`src/rtl/rf_arb_pkg.sv`:
```
// Shared definitions for the register-file write-port arbiter.
//   DATA_W     : register data width
//   AW         : register address width
//   FIFO_DEPTH : MDU result buffer entries (power of two, >= 2)
//   mdu_res_t  : one buffered MDU result {addr, data}
package rf_arb_pkg;

  localparam int unsigned DATA_W     = 32;
  localparam int unsigned AW         = 5;
  localparam int unsigned FIFO_DEPTH = 2;

  typedef struct packed {
    logic [AW-1:0]     addr;
    logic [DATA_W-1:0] data;
  } mdu_res_t;

endpackage

```
`src/rtl/rf_arb_fifo.sv`:
```
// Synchronous FIFO holding MDU results until the register-file port is free.
// Ports:
//   clk, rst       : clock, synchronous active-high reset
//   push_valid/ready/data : producer side (MDU)
//   pop_valid/ready/data  : consumer side (write-port mux); pop_data is the head
//   count          : current occupancy
// Both ready and valid are held low while rst is high.
module rf_arb_fifo
  import rf_arb_pkg::*;
#(
  parameter int unsigned DEPTH = FIFO_DEPTH
) (
  input  logic                       clk,
  input  logic                       rst,
  input  logic                       push_valid,
  output logic                       push_ready,
  input  mdu_res_t                   push_data,
  output logic                       pop_valid,
  input  logic                       pop_ready,
  output mdu_res_t                   pop_data,
  output logic [$clog2(DEPTH):0]     count
);

  localparam int unsigned PW = $clog2(DEPTH);
  localparam int unsigned CW = $clog2(DEPTH) + 1;

  mdu_res_t        mem [DEPTH];
  logic [PW-1:0]   wr_ptr;
  logic [PW-1:0]   rd_ptr;
  logic            do_push;
  logic            do_pop;

  assign push_ready = !rst && (count < CW'(DEPTH));
  assign pop_valid  = !rst && (count != '0);
  assign pop_data   = mem[rd_ptr];
  assign do_push    = push_valid && push_ready;
  assign do_pop     = pop_valid && pop_ready;

  // Pointers are exactly log2(DEPTH) bits wide, so natural overflow wraps them.
  always_ff @(posedge clk) begin
    if (rst) begin
      wr_ptr <= '0;
      rd_ptr <= '0;
      count  <= '0;
    end else begin
      if (do_push) wr_ptr <= wr_ptr + PW'(1);
      if (do_pop)  rd_ptr <= rd_ptr + PW'(1);
      case ({do_push, do_pop})
        2'b10:   count <= count + CW'(1);
        2'b01:   count <= count - CW'(1);
        default: count <= count;
      endcase
    end
  end

  always_ff @(posedge clk) begin
    if (do_push) mem[wr_ptr] <= push_data;
  end

endmodule

```
`src/rtl/rf_wr_arbiter.sv`:
```
// Register-file write-port arbiter: writeback has absolute priority, MDU
// results queue in a small FIFO and drain in writeback-free cycles. A busy
// scoreboard of MDU destinations drives the decode hazard signal.
// Ports:
//   clk, rst                  : clock, synchronous active-high reset
//   wb_we/wb_addr/wb_data     : writeback stage write request
//   mdu_valid/mdu_ready/mdu_addr/mdu_data : MDU result handshake
//   md_issue/md_dest          : decode issues an MDU op to md_dest
//   rs_addr/rt_addr/rd_addr   : decode hazard queries
//   hazard                    : a queried non-zero register is MDU-pending
//   rf_we/rf_addr/rf_data     : register-file write port (combinational)
//   defer_cnt                 : saturating count of cycles an MDU result was
//                               blocked by writeback
module rf_wr_arbiter
  import rf_arb_pkg::*;
#(
  parameter int unsigned DATA_W     = rf_arb_pkg::DATA_W,
  parameter int unsigned AW         = rf_arb_pkg::AW,
  parameter int unsigned FIFO_DEPTH = rf_arb_pkg::FIFO_DEPTH
) (
  input  logic              clk,
  input  logic              rst,
  input  logic              wb_we,
  input  logic [AW-1:0]     wb_addr,
  input  logic [DATA_W-1:0] wb_data,
  input  logic              mdu_valid,
  output logic              mdu_ready,
  input  logic [AW-1:0]     mdu_addr,
  input  logic [DATA_W-1:0] mdu_data,
  input  logic              md_issue,
  input  logic [AW-1:0]     md_dest,
  input  logic [AW-1:0]     rs_addr,
  input  logic [AW-1:0]     rt_addr,
  input  logic [AW-1:0]     rd_addr,
  output logic              hazard,
  output logic              rf_we,
  output logic [AW-1:0]     rf_addr,
  output logic [DATA_W-1:0] rf_data,
  output logic [15:0]       defer_cnt
);

  localparam int unsigned CW = $clog2(FIFO_DEPTH) + 1;
  localparam int unsigned NR = 1 << AW;

  logic            wb_take;
  logic            head_valid;
  logic            pop_go;
  logic            head_wr;
  mdu_res_t        push_res;
  mdu_res_t        head;
  logic [CW-1:0]   count;
  logic [NR-1:0]   busy;
  logic [NR-1:0]   busy_nxt;

  assign push_res.addr = mdu_addr;
  assign push_res.data = mdu_data;

  // A writeback to r0 is a no-op, so it leaves the port free for the FIFO.
  assign wb_take = wb_we && (wb_addr != '0);

  rf_arb_fifo #(
    .DEPTH (FIFO_DEPTH)
  ) u_fifo (
    .clk        (clk),
    .rst        (rst),
    .push_valid (mdu_valid),
    .push_ready (mdu_ready),
    .push_data  (push_res),
    .pop_valid  (head_valid),
    .pop_ready  (!wb_take),
    .pop_data   (head),
    .count      (count)
  );

  // head_valid is already low in reset, so pops and head writes stop there too.
  assign pop_go  = head_valid && !wb_take;
  assign head_wr = pop_go && (head.addr != '0);

  always_comb begin
    rf_we   = !rst && (wb_take || head_wr);
    rf_addr = wb_take ? wb_addr : head.addr;
    rf_data = wb_take ? wb_data : head.data;
  end

  // Set after clear so a new issue to the register being written stays busy.
  always_comb begin
    busy_nxt = busy;
    if (head_wr)                      busy_nxt[head.addr] = 1'b0;
    if (md_issue && (md_dest != '0))  busy_nxt[md_dest]   = 1'b1;
  end

  always_ff @(posedge clk) begin
    if (rst) busy <= '0;
    else     busy <= busy_nxt;
  end

  always_comb begin
    hazard = !rst && (((rs_addr != '0) && busy[rs_addr]) ||
                      ((rt_addr != '0) && busy[rt_addr]) ||
                      ((rd_addr != '0) && busy[rd_addr]));
  end

  always_ff @(posedge clk) begin
    if (rst) begin
      defer_cnt <= '0;
    end else if ((count != '0) && wb_take && (defer_cnt != '1)) begin
      defer_cnt <= defer_cnt + 16'd1;
    end
  end

endmodule
```
`config.mk`:
```
export PLATFORM = sky130hd
export DESIGN_NAME = rf_wr_arbiter
export DESIGN_NICKNAME = d
export VERILOG_FILES = /design/src/rtl/rf_arb_pkg.sv /design/src/rtl/rf_arb_fifo.sv /design/src/rtl/rf_wr_arbiter.sv
export SDC_FILE = /design/constraint.sdc
export NUM_CORES = 1
export LEC_CHECK = 0
export ABC_CLOCK_PERIOD_IN_PS = 4400
export BUFFER_PORTS_ARGS = -buffer_cell sky130_fd_sc_hd__buf_2
export CAP_MARGIN = 10
export CORE_ASPECT_RATIO = 1.2
export CORE_MARGIN = 4
export CORE_UTILIZATION = 30
export CTS_CLUSTER_SIZE = 12
export DETAILED_ROUTE_END_ITERATION = 10
export GPL_TIMING_DRIVEN = 0
export SLEW_MARGIN = 25
export SYNTH_ARGS = -nofsm -noshare
export SYNTH_HDL_FRONTEND = slang
export SYNTH_SLANG_ARGS = --single-unit
```
`constraint.sdc`:
```
create_clock -name clk -period 4.4 [get_ports clk]
set_input_delay 0 -clock clk [delete_from_list [all_inputs] [get_ports clk]]
set_output_delay 0 -clock clk [all_outputs]
set_load 0.02 [all_outputs]
```
==> metrics.md <==
| Metric | Value |
|---|---|
| Skew-Pair Late Insertion Delay | `around 420 ps` |
| Synth-to-Final Area Change | `34.2%` |
| Gpl congestion | `~0.79` |
| Port Buffers | `approximately 150` |
| Pin count of the biggest net entering global routing | `26` |
| Final hold violation count | `0` |
| Peak VDD IR | `between 0.0002 and 0.00025 V` |
| Routed vias/inst | `4.97` |
| Initial Utilization | `a little under a third` |
| Rows | `57` |
| Crit path largest cell delay | `590 ps` |
| Nets | `about 890` |
| Comb power frac | `between 15 and 20%` |
| Synthesized instance count | `between 500 and 600` |
| TNS Setup | `0 ps` |
| Top Layer Used | `met4` |
| Power Internal | `0.00222 W` |
| Drt first pass iters | `5` |
| Setup CP Type | `reg2out` |
| Met1 wire length | `between 7000 and 8000 um` |
| Synth cell types | `54` |
| Fraction of registers with async set/reset | `0%` |
| Core Box Area | `between 20000 and 25000 sq um` |
| YS warnings | `0` |
| Dpl hpwl | `about 13000 um` |
| Synth Area per Inst | `approximately 11 sq um` |
| Max-slew violations | `0` |
| CTS Buf Count | `17` |
| WL/cell | `16.6 um` |
| Switch share | `between 20% and 30%` |
| Power Dens Cells | `roughly 370 nW/um^2` |
| Design area | `approximately 8300 sq um` |
| Seq/Total Area, Yosys | `52.6%` |
| Final setup vio count | `0` |
| Synth Flop Type | `edfxtp_1` |
| Drt total wl | `approximately 18000 um` |
| Chip width | `139 um` |
| Netlist Area Pre-Place | `roughly 6200 sq um` |
| Crit path buf inv count | `4` |
| Seq pwr share | `42.8%` |
| Final ANT Viol Nets | `0` |
| I/O pins | `around 160` |
| Max_cap viols | `0` |
| CP delay by family, top | `buffers and inverters` |
| Final worst-path cycle share | `55.2%` |
| Vias in the first global route | `5166` |
| Worst reg2reg startpoint | `defer_cnt[0]$_SDFFE_PP0P_` |
| Area post-placement | `about 7300 sq um` |
| Synth Register Bits | `around 130` |
| Worst Max-Slew Pin Slew | `880 ps` |
| Hold Crit Start | `mdu_valid` |
| Hold WS | `between 60 and 70 ps` |
| Initial antenna violation count | `1` |
| Crit path cell chain | `buf_4, buf_4, buf_1, a21oi_1, a21oi_1, buf_2` |
| DR iter-0 viols | `around 240` |
| Clk network pwr share | `just over 40%` |
| Setup Buffers After CTS | `0` |
| Slowest-stage cell, CP | `buf_1` |
| First-pass GRT wire length | `approximately 27000 um` |
| Total global routing overflow | `0` |
| Worst Path Required | `roughly 4400 ps` |
| Worst setup EP type | `output port` |
| DR WL met3 | `approximately 880 um` |
| Fmax | `a little over 400 MHz` |
| Outcome | `finished, final reports clean` |
| CTS tree | `yes` |
| Post-synth EDFFs | `74` |
| Slew Limit Headroom | `around two fifths` |
| Clock Tree Root | `clkbuf_16` |
| Share of cells above drive strength 1 | `28.6%` |
| Die height | `approximately 170 um` |
| Crit-path max FO | `10` |
| Routed wl met2 | `slightly below 9000 um` |
| Worst-path clk slew | `approximately 60 ps` |
| Worst Setup Start Kind | `flop` |
| CTS Sinks | `roughly 130` |
| NetSw | `0.000860 W` |
| H-tree Lvls | `4` |
| Hold Crit Class | `in2reg` |
| DRC violations left | `0` |
| Cts repair resizes | `0` |
| Leakage | `just over 3 nW` |
| Post-Syn Nets | `672` |
| GRT Total Usage | `between 10% and 20%` |
| DR vias | `approximately 5300` |
| Clock Skew | `5.37 ps` |
| Die ar. | `roughly 23000 sq um` |
| CTS max path bufs | `2` |
| Post-layout minimum cycle time | `roughly 2400 ps` |
| Crit path arrival time | `between 2000 and 2500 ps` |
| RSZ-0062 raised after global routing | `false` |
-- path summary, 6_finish.rpt --
check,end,slack (ps),cells after the start
worst max-delay path,rf_addr[1],1970,6
worst max register to register,defer_cnt[15]$_SDFFE_PP0P_,2100,8
worst min-delay path,u_fifo.wr_ptr$_SDFFE_PP0P_,70,4
worst min register to register,u_fifo.rd_ptr$_SDFFE_PP0P_,510,2
-- metal layers --
metal	up-vias	GRT usage, %
met5	-	0
met1	2522	18.1
met2	161	27.0
met3	20	3.23
li1	2583	-
met4	0	5.74
-- synthesized netlist by cell type (all sizes together) (2+ instances only) --
cell | n | area share, %
a2111oi | 3 | 0.42
mux4 | 19 | 6.9
or3 | 7 | 0.71
nand2 | 48 | 2.9
a22oi | 2 | 0.24
mux2i | 53 | 8.5
inv | 9 | 0.54
xor2 | 4 | 0.56
and3 | 2 | 0.20
o41ai | 2 | 0.28
nand3 | 6 | 0.48
nor4 | 2 | 0.30
nor3b | 2 | 0.24
a32oi | 2 | 0.28
o21ai | 41 | 3.4
and4 | 4 | 0.65
clkbuf | 7 | 0.42
a211oi | 2 | 0.24
nand4 | 9 | 0.91
o31ai | 2 | 0.24
edfxtp | 74 | 36
o32ai | 2 | 0.28
nor2 | 64 | 3.9
ha | 2 | 0.40
mux2 | 3 | 0.60
or4 | 4 | 0.54
o211ai | 2 | 0.24
nor3 | 2 | 0.16
nor2b | 8 | 0.81
nand2b | 7 | 0.71
xnor2 | 4 | 0.56
buf | 26 | 2.2
dfxtp | 52 | 17
a21oi | 83 | 6.7
and2 | 2 | 0.20
-- timing repair --
item / 4_1_cts / 5_1_grt
endpoints found under the setup margin: 0 / 0
endpoints found under the hold margin: 86 / 0
hold buffers: 46 / 0
-- flip-flops by register name, indices dropped and copies added, names as in the netlist, named ones only --
signal / flops
u_fifo.mem: 74
busy: 31
defer_cnt: 16
u_fifo.count: 2
u_fifo.rd_ptr: 1
u_fifo.wr_ptr: 1
-- per-stage QoR --
step                power, W  instances  utilization (%)  worst slack (ps)
floorplan            0.00162        571                -              1480
global placement     0.00179        982             35.8               510
detailed placement   0.00180        984             36.0              1900
CTS                  0.00311       1062             41.0              1870
global route         0.00320       1063             41.0              1760
finish               0.00308       1063             41.0              1970
-- tightest hold or removal path, delay by kind of cell --
family,cells,cell delay [ps]
xor gates and xnor gates,1,90
buffers and inverters,1,120
and+or+nand+nor,2,240
-- cells by family after synthesis --
kind of cell,count (synthesis),synth area share (%)
buffers and inverters,42,3.20
DFF,126,52.6
AOI/OAI and AO/OA,149,13.7
adders and majority gates,2,0.403
xor gates and xnor gates,8,1.13
muxes,75,16.0
and+or+nand+nor,169,13.0
-- placed cells by master, fill, tap and decap left out, types with 5 or more instances in the layout --
cell / count
a21oi_1: 83
buf_1: 7
buf_2: 161
clkbuf_1: 8
clkbuf_16: 17
clkinvlp_4: 6
dfxtp_1: 52
dlygate4sd3_1: 46
edfxtp_1: 74
inv_1: 9
inv_6: 5
mux2i_1: 53
mux4_2: 19
nand2_1: 48
nand2b_1: 7
nand3_1: 6
nand4_1: 9
nor2_1: 63
nor2b_1: 8
o21ai_0: 32
o21ai_1: 8
or3_1: 7
-- layout make-up --
type / instances / area (sq um)
Fill cell: 1981 / 12000
Sequential cell: 126 / 3260
Multi-Input combinational cell: 403 / 2750
Timing Repair Buffer: 194 / 1240
Clock buffer: 18 / 429
Tap cell: 265 / 332
Buffer: 33 / 165
Clock inverter: 14 / 111
Inverter: 9 / 33.8
Antenna cell: 1 / 2.50
-- power by group through the flow --
stage	clock network [W]	registers [W]	logic [W]
2_1_floorplan	0	0.00134	0.000283
3_3_place_gp	0	0.00134	0.000450
3_5_place_dp	0	0.00134	0.000460
5_1_grt	0.00135	0.00132	0.000533
6_report	0.00128	0.00132	0.000486
4_1_cts	0.00130	0.00132	0.000493
(Power assumes the default switching activity.)
